### src/rtl/rifl_fifo_rd_to_axis.sv
// rifl_fifo_rd_to_axis: credit-based prefetch from a fixed-latency FIFO read port into an AXI-Stream master
module rifl_fifo_rd_to_axis #(
  parameter int DWIDTH = 32,
  parameter int RD_LATENCY = 1,
  localparam int BUF_DEPTH = RD_LATENCY + 2,
  localparam int CW = $clog2(BUF_DEPTH + 1)
) (
  input  logic              clk,
  input  logic              rst_n,
  output logic              fifo_rd_en,
  input  logic [DWIDTH-1:0] fifo_rd_data,
  input  logic              fifo_empty,
  output logic [DWIDTH-1:0] m_axis_tdata,
  output logic              m_axis_tvalid,
  input  logic              m_axis_tready,
  output logic [CW-1:0]     buf_cnt
);
  localparam int PW = $clog2(BUF_DEPTH);
  localparam logic [PW-1:0] LAST = PW'(BUF_DEPTH - 1);
  localparam logic [CW:0] DEPTH_W = (CW + 1)'(BUF_DEPTH);
  logic [DWIDTH-1:0] mem [BUF_DEPTH];
  logic [RD_LATENCY-1:0] pipe;
  logic [PW-1:0] wr_ptr, rd_ptr;
  logic [CW:0] inflight;
  logic capture, pop;
  // reads issued but not yet returned by the FIFO
  always_comb begin
    inflight = '0;
    for (int i = 0; i < RD_LATENCY; i++) inflight = inflight + (CW + 1)'(pipe[i]);
  end
  assign capture = pipe[RD_LATENCY-1];
  assign m_axis_tvalid = buf_cnt != '0;
  assign pop = m_axis_tvalid & m_axis_tready;
  assign m_axis_tdata = m_axis_tvalid ? mem[rd_ptr] : '0;
  // credit check on registered state only, so tready never reaches rd_en
  assign fifo_rd_en = rst_n & ~fifo_empty & (((CW + 1)'(buf_cnt) + inflight) < DEPTH_W);
  // in-flight pipe, occupancy and wrapping pointers
  always_ff @(posedge clk or negedge rst_n)
    if (!rst_n) begin
      pipe <= '0;
      buf_cnt <= '0;
      wr_ptr <= '0;
      rd_ptr <= '0;
    end else begin
      pipe <= (pipe << 1) | RD_LATENCY'(fifo_rd_en);
      buf_cnt <= buf_cnt + CW'(capture) - CW'(pop);
      if (capture) wr_ptr <= (wr_ptr == LAST) ? '0 : wr_ptr + 1'b1;
      if (pop) rd_ptr <= (rd_ptr == LAST) ? '0 : rd_ptr + 1'b1;
    end
  // data storage needs no reset: tdata is gated by tvalid
  always_ff @(posedge clk)
    if (capture) mem[wr_ptr] <= fifo_rd_data;
endmodule

### config.mk
export PLATFORM = sky130hd
export DESIGN_NAME = rifl_fifo_rd_to_axis
export DESIGN_NICKNAME = d
export VERILOG_FILES = /design/src/rtl/rifl_fifo_rd_to_axis.sv
export SDC_FILE = /design/constraint.sdc
export NUM_CORES = 1
export LEC_CHECK = 0
export ABC_AREA = 1
export CAP_MARGIN = 40
export CELL_PAD_IN_SITES_DETAIL_PLACEMENT = 1
export CELL_PAD_IN_SITES_GLOBAL_PLACEMENT = 1
export CORE_MARGIN = 10
export CORE_UTILIZATION = 42
export CTS_CLUSTER_SIZE = 16
export DETAILED_ROUTE_END_ITERATION = 6
export HOLD_SLACK_MARGIN = 0.05
export PLACE_DENSITY = 0.84
export SETUP_SLACK_MARGIN = 0.02
export SLEW_MARGIN = 20
export SYNTH_ARGS = -nofsm -noshare
export SYNTH_HDL_FRONTEND = slang
export SYNTH_SLANG_ARGS = --single-unit
### constraint.sdc
create_clock -name clk -period 4.2 [get_ports clk]
set_clock_uncertainty 0.2 [all_clocks]
set_input_delay 0.63 -clock clk [delete_from_list [all_inputs] [get_ports clk]]
set_output_delay 0.63 -clock clk [all_outputs]
set_load 0.005 [all_outputs]
* Word level (Yosys, flattened, before mapping) *
Memories as Yosys holds them, arrays and structs flattened.
Cells that the tools add are included.

word-level totals
  bits in writable memories = 96
  register bits after elaboration = 7
  memories = 1
  ROM bits = 0
  bits in latches = 0

cells by class
  order comparisons = 1
  $add $sub $neg = 5
  bitwise gates (word level) = 4
  reduce and logical (&&, ||, !) cells = 1
  equal/unequal tests = 2
  muxes and demuxes = 5
  div/mod/pow operators = 0
  multipliers = 0
  shifts and indexed selects = 0

memory list
  name  words  width  rd ports  clocked after Yosys merged registers in  wr ports  line  RTL
  mem   3      32     1         0                                        1         21    logic [DWIDTH-1:0] mem [BUF_DEPTH];

operators by type and width
  cell                   number
  $mux W32               1
  $add A2 B1 Y2 const B  2
  $eq A2 B2 Y1 const B   2
  $mux W2                2
  $add A2 B1 Y3          1
  $and A1 B1 Y1          3
  $lt A3 B2 Y1 const B   1
  $add A2 B1 Y2          1
  $mux W1                2
  $reduce_bool A2 Y1     1
  $sub A2 B1 Y2          1
  $not A1 Y1             1

* Depth between registers and ports, before layout *
  word-level depth = 3
  mapped depth = 10
  mapped depth without buffers = 10

* Worst setup path after synthesis *
OpenSTA, ideal clock, no wires.

  path type = flip-flop to flip-flop
  start = register pipe (netlist: capture)
  end = memory mem[2][0], enable pin
  setup slack = 0.881 ns
  data arrival time = 2.657 ns
  path buffers = 0
  cell stages (with the launch flop) = 3
  clock period less this slack = 3.319 ns
  data required time = 3.539 ns
  path through = dfrtp_1 inv_1 nor3_1

between the ends
  word-level cells in the longest chain between the ends = 2

ends and longest elaborated chain
  what                           line  RTL
  from (decl)                    22    logic [RD_LATENCY-1:0] pipe;
  from (signal assigned)         45    pipe <= (pipe << 1) | RD_LATENCY'(fifo_rd_en);
  $mux W1                        52    if (capture) mem[wr_ptr] <= fifo_rd_data;
  $mux W1 (implied by the code)  52
  to (decl)                      21

No other way between the ends.

* Worst setup path after layout *
  start = register rd_ptr[0]
  end = output m_axis_tdata[28]

between the ends
  word-level cells in the longest chain between the ends = 2

ends and longest elaborated chain
  what                    line  RTL
  from (decl)             23    logic [PW-1:0] wr_ptr, rd_ptr;
  from (signal assigned)  48    if (pop) rd_ptr <= (rd_ptr == LAST) ? '0 : rd_ptr + 1'b1;
  $mem_v2 Z3 W32          --
  $mux W32                34    assign m_axis_tdata = m_axis_tvalid ? mem[rd_ptr] : '0;
  to (decl)               13    output logic [DWIDTH-1:0] m_axis_tdata,

No other way between the ends.

==> impl_metrics.yaml <==
status:
  status: "completed"
synth:
  yosysWarnings: 0
  synthXorXnorAreaFrac_pct: 0.4107
  synth_top_cell_area_share_pct: 67.59
  synth_mux_area_share_pct: 0
  ys_types: 19
  syn_avg_cell_area_sq_um: 12.19
  synth-compound-area-share_pct: 0.3520
  ys_ff_latch: 103
  synthAdderAreaFrac_pct: 1.173
  yosysTopAreaCell: "edfxtp_1"
  synth_top_family_by_area: "simple AND/OR/NAND/NOR gates"
  yosys-top-cells-area: "edfxtp_1 (68%), nand2_1 (8.5%), nand3_1 (6.7%)"
  synth_seq_area_share_pct: 71.69
  synth_simple_gate_area_share_pct: 19.54
  syn_area_sq_um: 4265
  synthesis.nets: 390
  synth_cells: 350
clock_tree:
  numClockSinks: 103
  cts_tree: "yes"
  clk_latency_ns: 0.35
  post_cts_resized: 0
  htreeDepth: 3
  clockBufferDepth: 2
  hold_buffers: 0
  cts-buffers-inserted: 9
  cts_root_buf: "clkbuf_8"
  post_cts_buffers: 0
  path_clk_slew_ns: 0.09
critical_path:
  worstSetupStartpointType: "flip-flop"
  cp_max_fo: 18
  crit_family: "buffers and inverters"
  rr_startpoint: "buf_cnt[1]$_DFF_PN0_"
  reg2reg_slack_ns: 1.80
  path_class: "flip-flop to primary output"
  crit_chain: "buf_4 > nand3_1 > nand3_2 > nand2_1 > inv_1 > clkdlybuf4s50_1"
  cp.arrival_ns: 2.59
  reg2reg_depth: 10
  cpPeakStageDelay_ns: 0.91
  critPathBufInv: 3
  worstPathRequired_ns: 3.37
  rr_endpoint: "buf_cnt[1]$_DFF_PN0_"
  setup.worst_path.end_class: "primary output"
  worst_path_max_delay_cell: "dfrtp_1"
die:
  die_h_um: 120.8
  rows: 36
  die_w_um: 120.8
  design.die.area_sq_um: 14590
  core_area_sq_um: 9819
  start_util_pct: 43.44
  pin_count: 72
power:
  power_frac_clock_pct: 17.9
  p_sw_mw: 1.249
  p_int_mw: 2.327
  power_frac_comb_pct: 43.8
  p_leak_nw: 2.175
  ir_worst_vdd_v: 0.0003851
  netSwitchingFraction_pct: 34.92
  seqPwrFrac_pct: 38.3
  powerDensity_nw_per_um2: 670.8
route:
  wl_mm: 9.968
  wl_per_cell_um: 17.80
  drt_iter0_drc: 105
  vias: 2779
  drt-vias-per-instance: 4.963
  first_pass_iters: 4
  route.detailed.drc: 0
  drtAntennaViolNets: 0
layout:
  final_common_cell: "nand2_1"
  layout_common_cells: "nand2_1 (97), edfxtp_1 (96), clkdlybuf4s50_1 (71), nand3_1 (57), inv_1 (44)"
  drive_above_1_share_pct: 10.07
  antennaDiodeCount: 0
  syn_to_final_growth_pct: 24.96
  fin_nets: 463
  final_util_pct: 54.28
hold_path:
  hold_class: "primary input to asynchronous set/reset pin"
sta:
  worst_pin_slew_ns: 0.8567
  max_freq_mhz: 292.2
  hold_viol_final: 0
  grt_setup_unrepaired: "no"
  max_slew_margin_pct: 42.89
  fin_crit_sh_pct: 81.47
  fin_setup_tns_ns: 0
  report.final.slew_viol_count: 0
  worst_slack_ns: 0.7782
  fin_crit_ns: 3.422
  setup_viol: 0
grt:
  grt_pass1_wl_mm: 16.05
  grt_usage_pct: 14.25
  antenna_found_initial: 0
  grt_pass1_vias: 3228
  grt_max_degree: 35
  grt_overflow: 0
placement:
  place_hpwl_mm: 6.853
  pre_cts_ws_ns: 0.9773
  port_buffers: 71
  gp_congestion: 0.7361
run:
  drv_cap: 0
[cell usage after synthesis]
| master | count |
|---|---|
| nor2_8 | 1 |
| dfrtp_1 | 7 |
| nand2_2 | 10 |
| buf_4 | 5 |
| o21ai_1 | 1 |
| ha_1 | 4 |
| inv_2 | 1 |
| o21ai_0 | 2 |
| nand3_1 | 57 |
| edfxtp_1 | 96 |
| xor2_1 | 1 |
| inv_1 | 44 |
| nand2_1 | 97 |
| nand3_2 | 9 |
| xnor2_1 | 1 |
| nor3_1 | 1 |
| nor4_1 | 1 |
| buf_2 | 8 |
| buf_6 | 4 |
[worst register-to-register path: cells and delay by family (launching register included)]
kind,cells,cell delay (ns)
buffers and inverters,4,0.33
flip-flops,1,0.46
adder cells (fa/ha/maj),2,0.38
AND/OR/NAND/NOR,4,0.92
[power by group through the flow]
stage	combinational (mW)	clock [mW]	sequential, mW
after floorplan	0.895	0	1.34
after global placement	1.49	0	1.41
after detailed placement	1.58	0	1.42
after CTS	1.59	0.650	1.40
after global routing	1.77	0.703	1.38
final	1.57	0.640	1.37
[state kept, by name, summed over array words and instances, names as in the netlist]
signal and cells:
wr_ptr 2, rd_ptr 2, buf_cnt 2, mem 96, capture 1
[layout make-up]
class	instances	area, sq um
Fill cell	1065	4489
Clock inverter	5	73.82
Sequential cell	103	3058
Inverter	45	168.9
Timing Repair Buffer	79	814.5
Tap cell	133	166.4
Clock buffer	10	127.6
Multi-Input combinational cell	185	920.9
[stage by stage]
stage	hold WS [ns]	cells	power [mW]	instance area (sq um)
floorplan	0.1344	350	2.230	4265
global placement	0.3434	542	2.894	5062
detailed placement	0.3710	544	2.993	5117
CTS	0.3577	559	3.635	5319
global route	0.3569	560	3.858	5330
finish	0.3548	560	3.576	5330
[logic make-up after synthesis]
family / after synthesis
xor gates and xnor gates: 2
DFF: 103
AOI/OAI and AO/OA: 3
adders and majority gates: 4
and+or+nand+nor: 176
buffers and inverters: 62
[layer usage]
layer	part of all wire, %	routed length [um]	vias up	track usage, %
met5	0	0	-	0
met4	1.8	175	0	6.033
met3	5.0	502	14	4.188
met2	54	5419	63	26.71
met1	39	3871	1389	14.31
li1	-	-	1313	-
[worst max-delay path by stage]
stage | start | to | slack (ns) | depth (start not counted)
after detailed placement | rst_n | fifo_rd_en | 0.98 | 4
after floorplan | capture$_DFF_PN0_ | mem[2][0]$_DFFE_PP_ | 0.88 | 2
after CTS | rd_ptr[1]$_DFFE_PN0P_ | m_axis_tdata[13] | 0.57 | 6
after global routing | rd_ptr[0]$_DFFE_PN0P_ | m_axis_tdata[13] | 0.58 | 6
after global placement | rd_ptr[1]$_DFFE_PN0P_ | m_axis_tdata[27] | 1.08 | 6
final | rd_ptr[0]$_DFFE_PN0P_ | m_axis_tdata[28] | 0.78 | 6
No activity file was read; power rests on OpenSTA's default activity.
